[src/rtl/medidor_pwm_ventoinha_pkg.sv]
// Shared fan PWM definitions: level encodings, nominal high times, period and FSM states.
// Also used by the fan PWM generator so both ends agree on the level table.
package medidor_pwm_ventoinha_pkg;

    localparam int CONF_PERIODO = 2500;
    localparam int TOL_PERIODO  = 125;
    localparam int TIMEOUT      = 5000;

    localparam logic [2:0] NIVEL_000 = 3'b000;
    localparam logic [2:0] NIVEL_001 = 3'b001;
    localparam logic [2:0] NIVEL_010 = 3'b010;
    localparam logic [2:0] NIVEL_011 = 3'b011;
    localparam logic [2:0] NIVEL_100 = 3'b100;
    localparam logic [2:0] NIVEL_101 = 3'b101;
    localparam logic [2:0] NIVEL_110 = 3'b110;
    localparam logic [2:0] NIVEL_111 = 3'b111;

    localparam int unsigned LARGURA_000 = 313;
    localparam int unsigned LARGURA_001 = 625;
    localparam int unsigned LARGURA_010 = 939;
    localparam int unsigned LARGURA_011 = 1250;
    localparam int unsigned LARGURA_100 = 1562;
    localparam int unsigned LARGURA_101 = 1875;
    localparam int unsigned LARGURA_110 = 2187;
    localparam int unsigned LARGURA_111 = 2500;

    // Decision points sit halfway between neighbouring nominal widths (floored).
    localparam int unsigned LIMIAR_0 = (LARGURA_000 + LARGURA_001) / 2;
    localparam int unsigned LIMIAR_1 = (LARGURA_001 + LARGURA_010) / 2;
    localparam int unsigned LIMIAR_2 = (LARGURA_010 + LARGURA_011) / 2;
    localparam int unsigned LIMIAR_3 = (LARGURA_011 + LARGURA_100) / 2;
    localparam int unsigned LIMIAR_4 = (LARGURA_100 + LARGURA_101) / 2;
    localparam int unsigned LIMIAR_5 = (LARGURA_101 + LARGURA_110) / 2;
    localparam int unsigned LIMIAR_6 = (LARGURA_110 + LARGURA_111) / 2;

    typedef enum logic [1:0] {
        ESPERA    = 2'b00,
        MEDINDO   = 2'b01,
        SEM_SINAL = 2'b10,
        ALTO_FIXO = 2'b11
    } estado_t;

    // Nearest nominal level; a value equal to a threshold belongs to the upper level.
    function automatic logic [2:0] quantiza(input logic [31:0] alto);
        if      (alto < LIMIAR_0) return NIVEL_000;
        else if (alto < LIMIAR_1) return NIVEL_001;
        else if (alto < LIMIAR_2) return NIVEL_010;
        else if (alto < LIMIAR_3) return NIVEL_011;
        else if (alto < LIMIAR_4) return NIVEL_100;
        else if (alto < LIMIAR_5) return NIVEL_101;
        else if (alto < LIMIAR_6) return NIVEL_110;
        else                      return NIVEL_111;
    endfunction

endpackage

[src/rtl/medidor_pwm_ventoinha_sincronizador_borda.sv]
// Two-flop synchronizer for the asynchronous PWM input plus rising-edge pulse.
// borda_o is high for the first cycle in which the synchronized level reads 1.
module sincronizador_borda (
    input  logic clk_i,
    input  logic rst_ni,
    input  logic dado_i,
    output logic nivel_o,
    output logic borda_o
);

    logic meta_q;
    logic sinc_q;
    logic ant_q;

    always_ff @(posedge clk_i or negedge rst_ni) begin
        if (!rst_ni) begin
            meta_q <= 1'b0;
            sinc_q <= 1'b0;
            ant_q  <= 1'b0;
        end else begin
            meta_q <= dado_i;
            sinc_q <= meta_q;
            ant_q  <= sinc_q;
        end
    end

    assign nivel_o = sinc_q;
    assign borda_o = sinc_q & ~ant_q;

endmodule

[src/rtl/medidor_pwm_ventoinha.sv]
// Fan PWM receiver: measures period/high time and decodes the 3-bit fan level.
// Optional FILTRO_NIVEL_EN: a new level needs two consecutive accepted periods agreeing.
module medidor_pwm_ventoinha
    import medidor_pwm_ventoinha_pkg::*;
#(
    parameter int  PERIODO    = CONF_PERIODO,
    parameter int  TOLERANCIA = TOL_PERIODO,
    parameter int  LIMITE     = TIMEOUT,
    localparam int W          = $clog2(LIMITE + 1)
) (
    input  logic         clock,
    input  logic         reset,
    input  logic         pwm_entrada,
    output logic [2:0]   nivel,
    output logic         nivel_valido,
    output logic         sem_sinal,
    output logic         erro_periodo,
    output logic [W-1:0] largura_medida
);

    localparam logic [W-1:0] PER_W = W'(PERIODO);
    localparam logic [W-1:0] TOL_W = W'(TOLERANCIA);
    localparam logic [W-1:0] LIM_W = W'(LIMITE);
    localparam logic [W-1:0] UM_W  = W'(1);

    logic         nivel_sinc;
    logic         borda;

    estado_t      estado_q, estado_d;
    logic [W-1:0] cont_periodo_q, cont_periodo_d;
    logic [W-1:0] cont_alto_q, cont_alto_d;
    logic [2:0]   nivel_q, nivel_d;
    logic         valido_q, valido_d;
    logic         sem_q, sem_d;
    logic         erro_q, erro_d;
    logic [W-1:0] largura_q, largura_d;

    logic         saturou;
    logic [W-1:0] desvio;
    logic         fora_tol;
    logic         avalia;
    logic         aceito;
    logic         rejeitado;
    logic         aplica;
    logic [2:0]   quantizado;

    sincronizador_borda u_sinc (
        .clk_i   (clock),
        .rst_ni  (reset),
        .dado_i  (pwm_entrada),
        .nivel_o (nivel_sinc),
        .borda_o (borda)
    );

    // The edge cycle itself is the first clock of the new period (and is high),
    // so both counters restart at 1 and read exactly period/high at the next edge.
    always_comb begin
        cont_periodo_d = cont_periodo_q;
        cont_alto_d    = cont_alto_q;
        if (borda) begin
            cont_periodo_d = UM_W;
            cont_alto_d    = UM_W;
        end else begin
            if (cont_periodo_q != LIM_W)
                cont_periodo_d = cont_periodo_q + UM_W;
            if (nivel_sinc && (cont_alto_q != LIM_W))
                cont_alto_d = cont_alto_q + UM_W;
        end
    end

    assign saturou    = (cont_periodo_q == LIM_W) && !borda;
    assign desvio     = (cont_periodo_q >= PER_W) ? (cont_periodo_q - PER_W)
                                                  : (PER_W - cont_periodo_q);
    assign fora_tol   = desvio > TOL_W;
    assign avalia     = (estado_q == MEDINDO) && borda;
    assign aceito     = avalia && !fora_tol;
    assign rejeitado  = avalia && fora_tol;
    assign quantizado = quantiza(32'(cont_alto_q));

`ifdef FILTRO_NIVEL_EN
    logic [2:0] cand_q, cand_d;
    logic       cand_ok_q, cand_ok_d;

    // Out-of-tolerance periods leave the pending candidate untouched.
    always_comb begin
        cand_d    = cand_q;
        cand_ok_d = cand_ok_q;
        if (aceito) begin
            cand_d    = quantizado;
            cand_ok_d = 1'b1;
        end
    end

    always_ff @(posedge clock or negedge reset) begin
        if (!reset) begin
            cand_q    <= NIVEL_000;
            cand_ok_q <= 1'b0;
        end else begin
            cand_q    <= cand_d;
            cand_ok_q <= cand_ok_d;
        end
    end

    assign aplica = aceito && cand_ok_q && (cand_q == quantizado);
`else
    assign aplica = aceito;
`endif

    always_ff @(posedge clock or negedge reset) begin
        if (!reset) begin
            estado_q       <= ESPERA;
            cont_periodo_q <= '0;
            cont_alto_q    <= '0;
            nivel_q        <= NIVEL_000;
            valido_q       <= 1'b0;
            sem_q          <= 1'b0;
            erro_q         <= 1'b0;
            largura_q      <= '0;
        end else begin
            estado_q       <= estado_d;
            cont_periodo_q <= cont_periodo_d;
            cont_alto_q    <= cont_alto_d;
            nivel_q        <= nivel_d;
            valido_q       <= valido_d;
            sem_q          <= sem_d;
            erro_q         <= erro_d;
            largura_q      <= largura_d;
        end
    end

    // An edge arriving on the saturation clock wins: saturou already excludes it.
    always_comb begin
        estado_d = estado_q;
        unique case (estado_q)
            ESPERA: begin
                if (borda)
                    estado_d = MEDINDO;
            end
            MEDINDO: begin
                if (saturou)
                    estado_d = nivel_sinc ? ALTO_FIXO : SEM_SINAL;
            end
            SEM_SINAL, ALTO_FIXO: begin
                if (borda)
                    estado_d = MEDINDO;
            end
            default: estado_d = ESPERA;
        endcase
    end

    always_comb begin
        nivel_d   = nivel_q;
        valido_d  = valido_q;
        sem_d     = sem_q;
        erro_d    = 1'b0;
        largura_d = largura_q;
        unique case (estado_q)
            MEDINDO: begin
                if (aceito) begin
                    largura_d = cont_alto_q;
                    if (aplica) begin
                        nivel_d  = quantizado;
                        valido_d = 1'b1;
                    end
                end else if (rejeitado) begin
                    erro_d = 1'b1;
                end else if (saturou) begin
                    if (nivel_sinc) begin
                        nivel_d  = NIVEL_111;
                        valido_d = 1'b1;
                        sem_d    = 1'b0;
                    end else begin
                        nivel_d  = NIVEL_000;
                        valido_d = 1'b0;
                        sem_d    = 1'b1;
                    end
                end
            end
            SEM_SINAL, ALTO_FIXO: begin
                if (borda)
                    sem_d = 1'b0;
            end
            default: ;
        endcase
    end

    assign nivel          = nivel_q;
    assign nivel_valido   = valido_q;
    assign sem_sinal      = sem_q;
    assign erro_periodo   = erro_q;
    assign largura_medida = largura_q;

endmodule
[config.mk]
export PLATFORM = sky130hd
export DESIGN_NAME = medidor_pwm_ventoinha
export DESIGN_NICKNAME = d
export VERILOG_FILES = /design/src/rtl/medidor_pwm_ventoinha_pkg.sv /design/src/rtl/medidor_pwm_ventoinha_sincronizador_borda.sv /design/src/rtl/medidor_pwm_ventoinha.sv
export SDC_FILE = /design/constraint.sdc
export NUM_CORES = 1
export LEC_CHECK = 0
export CAP_MARGIN = 20
export CORE_UTILIZATION = 45
export CTS_BUF_LIST = sky130_fd_sc_hd__clkbuf_16
export CTS_CLUSTER_DIAMETER = 50
export DETAILED_ROUTE_END_ITERATION = 10
export HOLD_SLACK_MARGIN = 0.08
export PLACE_DENSITY = 0.63
export SETUP_SLACK_MARGIN = 0.5
export SLEW_MARGIN = 20
export SYNTH_ARGS = -nofsm -noshare
export SYNTH_HDL_FRONTEND = slang
export SYNTH_SLANG_ARGS = --single-unit
[constraint.sdc]
create_clock -name clock -period 3.3 [get_ports clock]
set_input_delay 0.33 -clock clock [delete_from_list [all_inputs] [get_ports clock]]
set_output_delay 0.33 -clock clock [all_outputs]
set_load 0.005 [all_outputs]
==> results of run 1 <==
-- final timing paths --
path,to,slack (ps),cells after the start
max in group asynchronous,cont_periodo_q[5],2440,2
setup reg to reg,largura_medida[7],430,8
hold / removal,cont_periodo_q[7],130,1
hold reg to reg,u_sinc.nivel_o,350,0
setup / recovery,largura_medida[7],430,8
min in group clock,u_sinc.nivel_o,350,0
-- synth_stat cells, types with 2 or more instances --
cell type	number
a211oi_1	6
a21o_1	2
a21oi_1	16
a311o_1	2
a31oi_1	2
a41oi_1	3
and2_1	4
and3_1	3
and3b_1	2
buf_1	2
buf_6	2
clkbuf_1	22
dfrtp_1	50
ha_1	9
inv_1	11
mux2_2	5
mux2_4	5
nand2_1	26
nand2b_1	7
nand3_1	15
nand4_1	9
nor2_1	35
nor3_1	8
nor4_1	6
nor4b_1	2
nor4bb_1	3
o211ai_1	3
o21ai_0	20
or2_2	5
or3_1	6
or4_1	2
xnor2_1	10
xor2_1	12
-- per-layer routing --
layer / vias up / part of all wire [%]
li1: 1263 / -
met1: 1246 / 50
met2: 61 / 44
met3: 12 / 4.2
met4: 0 / 1.7
met5: - / 0
-- registers in the layout, summed over array words and instances, names as in the netlist --
| register | flops |
|---|---|
| cont_alto_q | 13 |
| nivel_valido | 1 |
| erro_periodo | 1 |
| nivel | 3 |
| cont_periodo_q | 13 |
| u_sinc.nivel_o | 1 |
| estado_q | 2 |
| largura_medida | 13 |
| u_sinc.ant_q | 1 |
| u_sinc.meta_q | 1 |
| sem_sinal | 1 |
-- report_power, final --
group	switching [mW]	internal, mW
Clock	0.215	0.351
Combinational	0.307	0.268
Sequential	0.0716	0.649
Total	0.593	1.27
-- worst reg2reg max path: stages (launching register included) --
cell and delay (ps):
dfrtp_2 460, or4_4 510, or4_1 470, a32o_1 270, a32oi_2 220, o31ai_4 110
or2_4 270, buf_12 160, mux2_4 290
-- metrics by stage --
stage	setup slack, ps	utilization (%)
after floorplan	311.1	-
after global placement	263.9	51.94
after detailed placement	228.4	51.94
after CTS	436.1	56.02
after global routing	359.7	56.68
final	431.9	56.68
-- timing repair --
| action | CTS | global route |
|---|---|---|
| hold buffers | 0 | 0 |
| resized for setup | 9 | 4 |
| buffers inserted | 11 | 1 |
| pin swaps | 1 | 2 |
| gates cloned | 0 | 1 |
| endpoints found under the setup margin | 17 | 16 |
-- kinds of logic (layout without fill, tap and decap cells) --
kind of cell | Yosys count | count (layout) | synth area share, %
fa+ha+maj | 9 | 9 | 3.671
xor+xnor | 22 | 22 | 6.280
compound gates | 70 | 70 | 15.50
buf+inv | 38 | 59 | 5.179
flops | 50 | 50 | 40.78
mux | 10 | 10 | 4.282
simple gates | 141 | 141 | 24.31
-- area by class of cell --
| cell class | count | area [um2] |
|---|---|---|
| Fill cell | 587 | 2798 |
| Inverter | 11 | 48.80 |
| Clock buffer | 5 | 125.1 |
| Tap cell | 77 | 96.34 |
| Multi-Input combinational cell | 252 | 1714 |
| Timing Repair Buffer | 41 | 385.4 |
| Clock inverter | 2 | 33.78 |
| Sequential cell | 50 | 1257 |
==> results.toml, run 1 <==
[status]
outcome = "finished with violations"
violations = "design-rule violations"

[synthesis]
synthArstFlopShare_pct = 100.0
synth_area_per_cell_um2 = 9.023
ys.flop_type = "dfrtp_1"
synth.top_cell.area_share_pct = 40.78
synth_cells = 340
netlist_area_um2 = 3068
ys_top_cells_by_area = "dfrtp_1 (41%), nor2_1 (4.3%), ha_1 (3.7%)"
synth-edff-count = 0
synth-seq-area-share_pct = 40.78
synth_cell_types = 58
yosys.area.top_type = "dfrtp_1"
yosys_warnings = 0
ys_seq_elements = 50
synth_nets = 352

[setup_path]
critPathLaunchType = "flip-flop"
slowest_stage = "or4_4"
worstSetupPathType = "reg2reg"
cp_max_fo = 9
required_ps = 3470
cp-end-kind = "flip-flop"
cp_data_arrival_time_ps = 3030
critPathTopFamily = "simple AND/OR/NAND/NOR gates"
crit_chain = "or4_4 > or4_1 > a32o_1 > a32oi_2 > o31ai_4 > or2_4 > buf_12 > mux2_4"
cp_slowest_stage_delay_ps = 510
startpoint = "cont_periodo_q[2]"
cp.buffers_inverters = 1
rr_startpoint = "cont_periodo_q[2]"

[power_and_ir_drop]
p_leak_nw = 1.561
vdd_drop_max_mv = 0.2424
power_density_nw_per_um2 = 508.6
totalPowerFinal_mw = 1.862

[clocking]
cts-root-buf = "clkbuf_16"
cts_tree = "done"
htree_levels = 2
cts_sinks = 50
cts_buffers = 5
clock_path_buffers = 2
clk_pin_slew_ps = 70
clkLatencyLatePin_ps = 290

[detailed_routing]
wl_per_cell_um = 16.10
vias = 2582
routed_wl_um = 7050
ant_nets = 0
via_per_inst = 5.895
dr.first_iter.drc_count = 162
drcViolationCount = 4
dr.pass1.iters = 7

[global_routing]
globalRouteMet3Util_pct = 2.950
grt_use_met1_pct = 30.57
antenna_found_initial = 0
use_met2_pct = 30.97
track_usage_pct = 20.63
busiest_layer = "met2"
grt_max_degree = 36
grt_pass1_wl_um = 11910
grt_pass1_vias = 2431
grt-ovfl-total = 0

[finish]
design_area_um2 = 3661
num-nets-final = 373
drive_gt1_share_pct = 16.90
final_common_cell = "dfrtp_1"
num_antenna_cells = 0
syn_to_final_growth_pct = 19.33
fin_cells = 438
layout_common_cells = "dfrtp_1 (45), nor2_1 (35), nand2_1 (26)"

[placement]
dp_cells = 418
routabilityCongestion = 0.8850
port-buffer-count = 21
placedInstanceArea_um2 = 3354
hpwl_um = 4746

[timing]
slew_headroom_pct = 46.78
finalCritPeriodShare_pct = 86.91
whs_ps = 127.5
layout_min_cycle_time_ps = 2868
slew_violations = 0
setup_viol = 0
rsz0062_at_grt = "yes"
max_freq_mhz = 348.7
worst_pin_slew_ps = 798.4
clock_skew_ps = 7.819
timing.setup.tns_ps = 0
final_hold_viol_count = 0

[floorplanning]
die_area_um2 = 7152
io_pins = 22
fp.dieH_um = 84.57
num_rows = 29
chipWidth_um = 84.57
core_area_um2 = 6459
start_util_pct = 47.50

[worst_hold_path]
min_path_type = "in2async"

[run]
max_cap_violations = 0
(Power assumes the default switching activity.)
==> run 2, diff against run 1 <==
--- a/config.mk
+++ b/config.mk
@@ -6,12 +6,13 @@
 export NUM_CORES = 1
 export LEC_CHECK = 0
 export CAP_MARGIN = 20
-export CORE_UTILIZATION = 45
+export CORE_UTILIZATION = 53
 export CTS_BUF_LIST = sky130_fd_sc_hd__clkbuf_16
 export CTS_CLUSTER_DIAMETER = 50
 export DETAILED_ROUTE_END_ITERATION = 10
+export GPL_ROUTABILITY_DRIVEN = 0
 export HOLD_SLACK_MARGIN = 0.08
-export PLACE_DENSITY = 0.63
+export PLACE_DENSITY = 0.73
 export SETUP_SLACK_MARGIN = 0.5
 export SLEW_MARGIN = 20
 export SYNTH_ARGS = -nofsm -noshare
==> results.toml, run 2 (synthesized netlist as in run 1, its figures left out) <==
[global_routing]
grt_pass1_wl_um = 12360
grt_max_degree = 40
antenna_found_initial = 0
track_usage_pct = 25.80
grt-ovfl-total = 0
grt_pass1_vias = 2471

[placement]
dp_cells = 414
hpwl_um = 4605
post-place-ws_ps = 21.52
port-buffer-count = 21

[finish]
drive_gt1_share_pct = 19.73
syn_to_final_growth_pct = 22.06
fin_cells = 442
final_common_cell = "dfrtp_1"
fin_util_pct = 67.59
layout_common_cells = "dfrtp_1 (46), nor2_1 (35), nand2_1 (26)"
num-nets-final = 381
fill_cells = 454
num_antenna_cells = 0

[timing]
rsz0062_at_grt = "yes"
slew_headroom_pct = 43.70
worst_pin_slew_ps = 844.5
layout_min_cycle_time_ps = 2855
whs_ps = 142.0
finalCritPeriodShare_pct = 86.53
final_hold_viol_count = 0
layout_setup_ws_ps = 444.5
timing.setup.tns_ps = 0
setup_viol = 0
clock_skew_ps = 6.665
max_freq_mhz = 350.2
slew_violations = 0

[setup_path]
slowest_stage = "or4_4"
required_ps = 3470
reg2reg_depth = 7
cp_slowest_stage_delay_ps = 550
crit_chain = "or4_4 > or4_1 > a32o_2 > a32oi_2 > o31ai_4 > or2_4 > mux2_4"
rr_startpoint = "cont_periodo_q[2]"
reg2reg_to = "largura_medida[8]"
cp_data_arrival_time_ps = 3030
rrSetupSlack_ps = 440
cp-end-kind = "flip-flop"
worstSetupPathType = "reg2reg"
cp_max_fo = 5
critPathLaunchType = "flip-flop"

[clocking]
cts-root-buf = "clkbuf_16"
cts_tree = "done"
clock_path_buffers = 2
cts_buffers = 5
cts_sinks = 50
clkLatencyLatePin_ps = 290
clk_pin_slew_ps = 70
htree_levels = 2

[floorplanning]
start_util_pct = 55.37
die_area_um2 = 6096
io_pins = 22
fp.dieH_um = 78.08
num_rows = 27
core_area_um2 = 5540
chipWidth_um = 78.08

[run]
max_cap_violations = 0

[power_and_ir_drop]
p_leak_nw = 1.613
vdd_drop_max_mv = 0.3979
power_density_nw_per_um2 = 525.8

[detailed_routing]
wl_per_cell_um = 16.59
routed_wl_um = 7333
dr.pass1.iters = 5
ant_nets = 0
dr.first_iter.drc_count = 283
drcViolationCount = 0
via_per_inst = 6.167
vias = 2726

[worst_hold_path]
min_path_type = "in2async"

[status]
outcome = "completed"
## run 2: changes by cell type in the layout (fill, tap and decap cells not counted), moves of 2 or more
cell,delta
buf_4,+5
mux2_2,-5
mux2_4,+5
or2_4,+3
buf_6,+2
inv_6,+2
## run 2: worst max-delay path by stage
stage,from,endpoint,slack [ps],cells after the start
floorplan,cont_periodo_q[3],largura_medida[10],310,14
global placement,cont_periodo_q[1],largura_medida[8],100,9
detailed placement,cont_periodo_q[2],largura_medida[2],20,9
CTS,cont_periodo_q[2],largura_medida[11],480,7
global route,cont_periodo_q[2],largura_medida[8],390,7
finish,cont_periodo_q[2],largura_medida[8],440,7
## run 2: power breakdown
| group | leakage, nW | internal, mW | switching, mW |
|---|---|---|---|
| logic | 0.859 | 0.302 | 0.366 |
| registers | 0.670 | 0.649 | 0.0605 |
| clock network | 0.0848 | 0.363 | 0.229 |
| total | 1.61 | 1.31 | 0.655 |
## run 2: final cells by class
class	instances	area [um2]	share of cell area [%]
Timing Repair Buffer	46	400.4	10.69
Sequential cell	50	1256	33.54
Clock buffer	5	125.1	3.341
Tap cell	72	90.09	2.406
Multi-Input combinational cell	255	1777	47.44
Inverter	11	48.80	1.303
Clock inverter	3	47.55	1.270
## run 2: per-layer routing
layer / vias to the layer above / share of wire [%] / global-route usage [%]
met2: 120 / 45 / 39.04
li1: 1282 / - / -
met1: 1315 / 48 / 38.94
met3: 9 / 6.1 / 3.023
met5: - / 0 / 0
met4: 0 / 0.93 / 7.407
## run 2: worst max-delay path, delay by kind of cell (launching register included)
family	cells	cell delay [ps]
AO/OA/AOI/OAI	3	650
AND/OR/NAND/NOR	3	1360
multiplexers	1	310
flip-flops	1	420
## run 2: per-stage QoR
stage               instance area (um2)  power, mW
floorplan                          3153      1.128
global placement                   3356      1.207
detailed placement                 3356      1.217
CTS                                3657      1.899
global route                       3745      2.063
finish                             3745      1.969
## run 2: repair_timing
action,in CTS,in global routing
buffers inserted,12,5
pin swaps,5,10
cloned,3,0
hold endpoints to repair,0,0
setup endpoints to repair,17,15
resized for setup,9,14
hold buffers,0,0
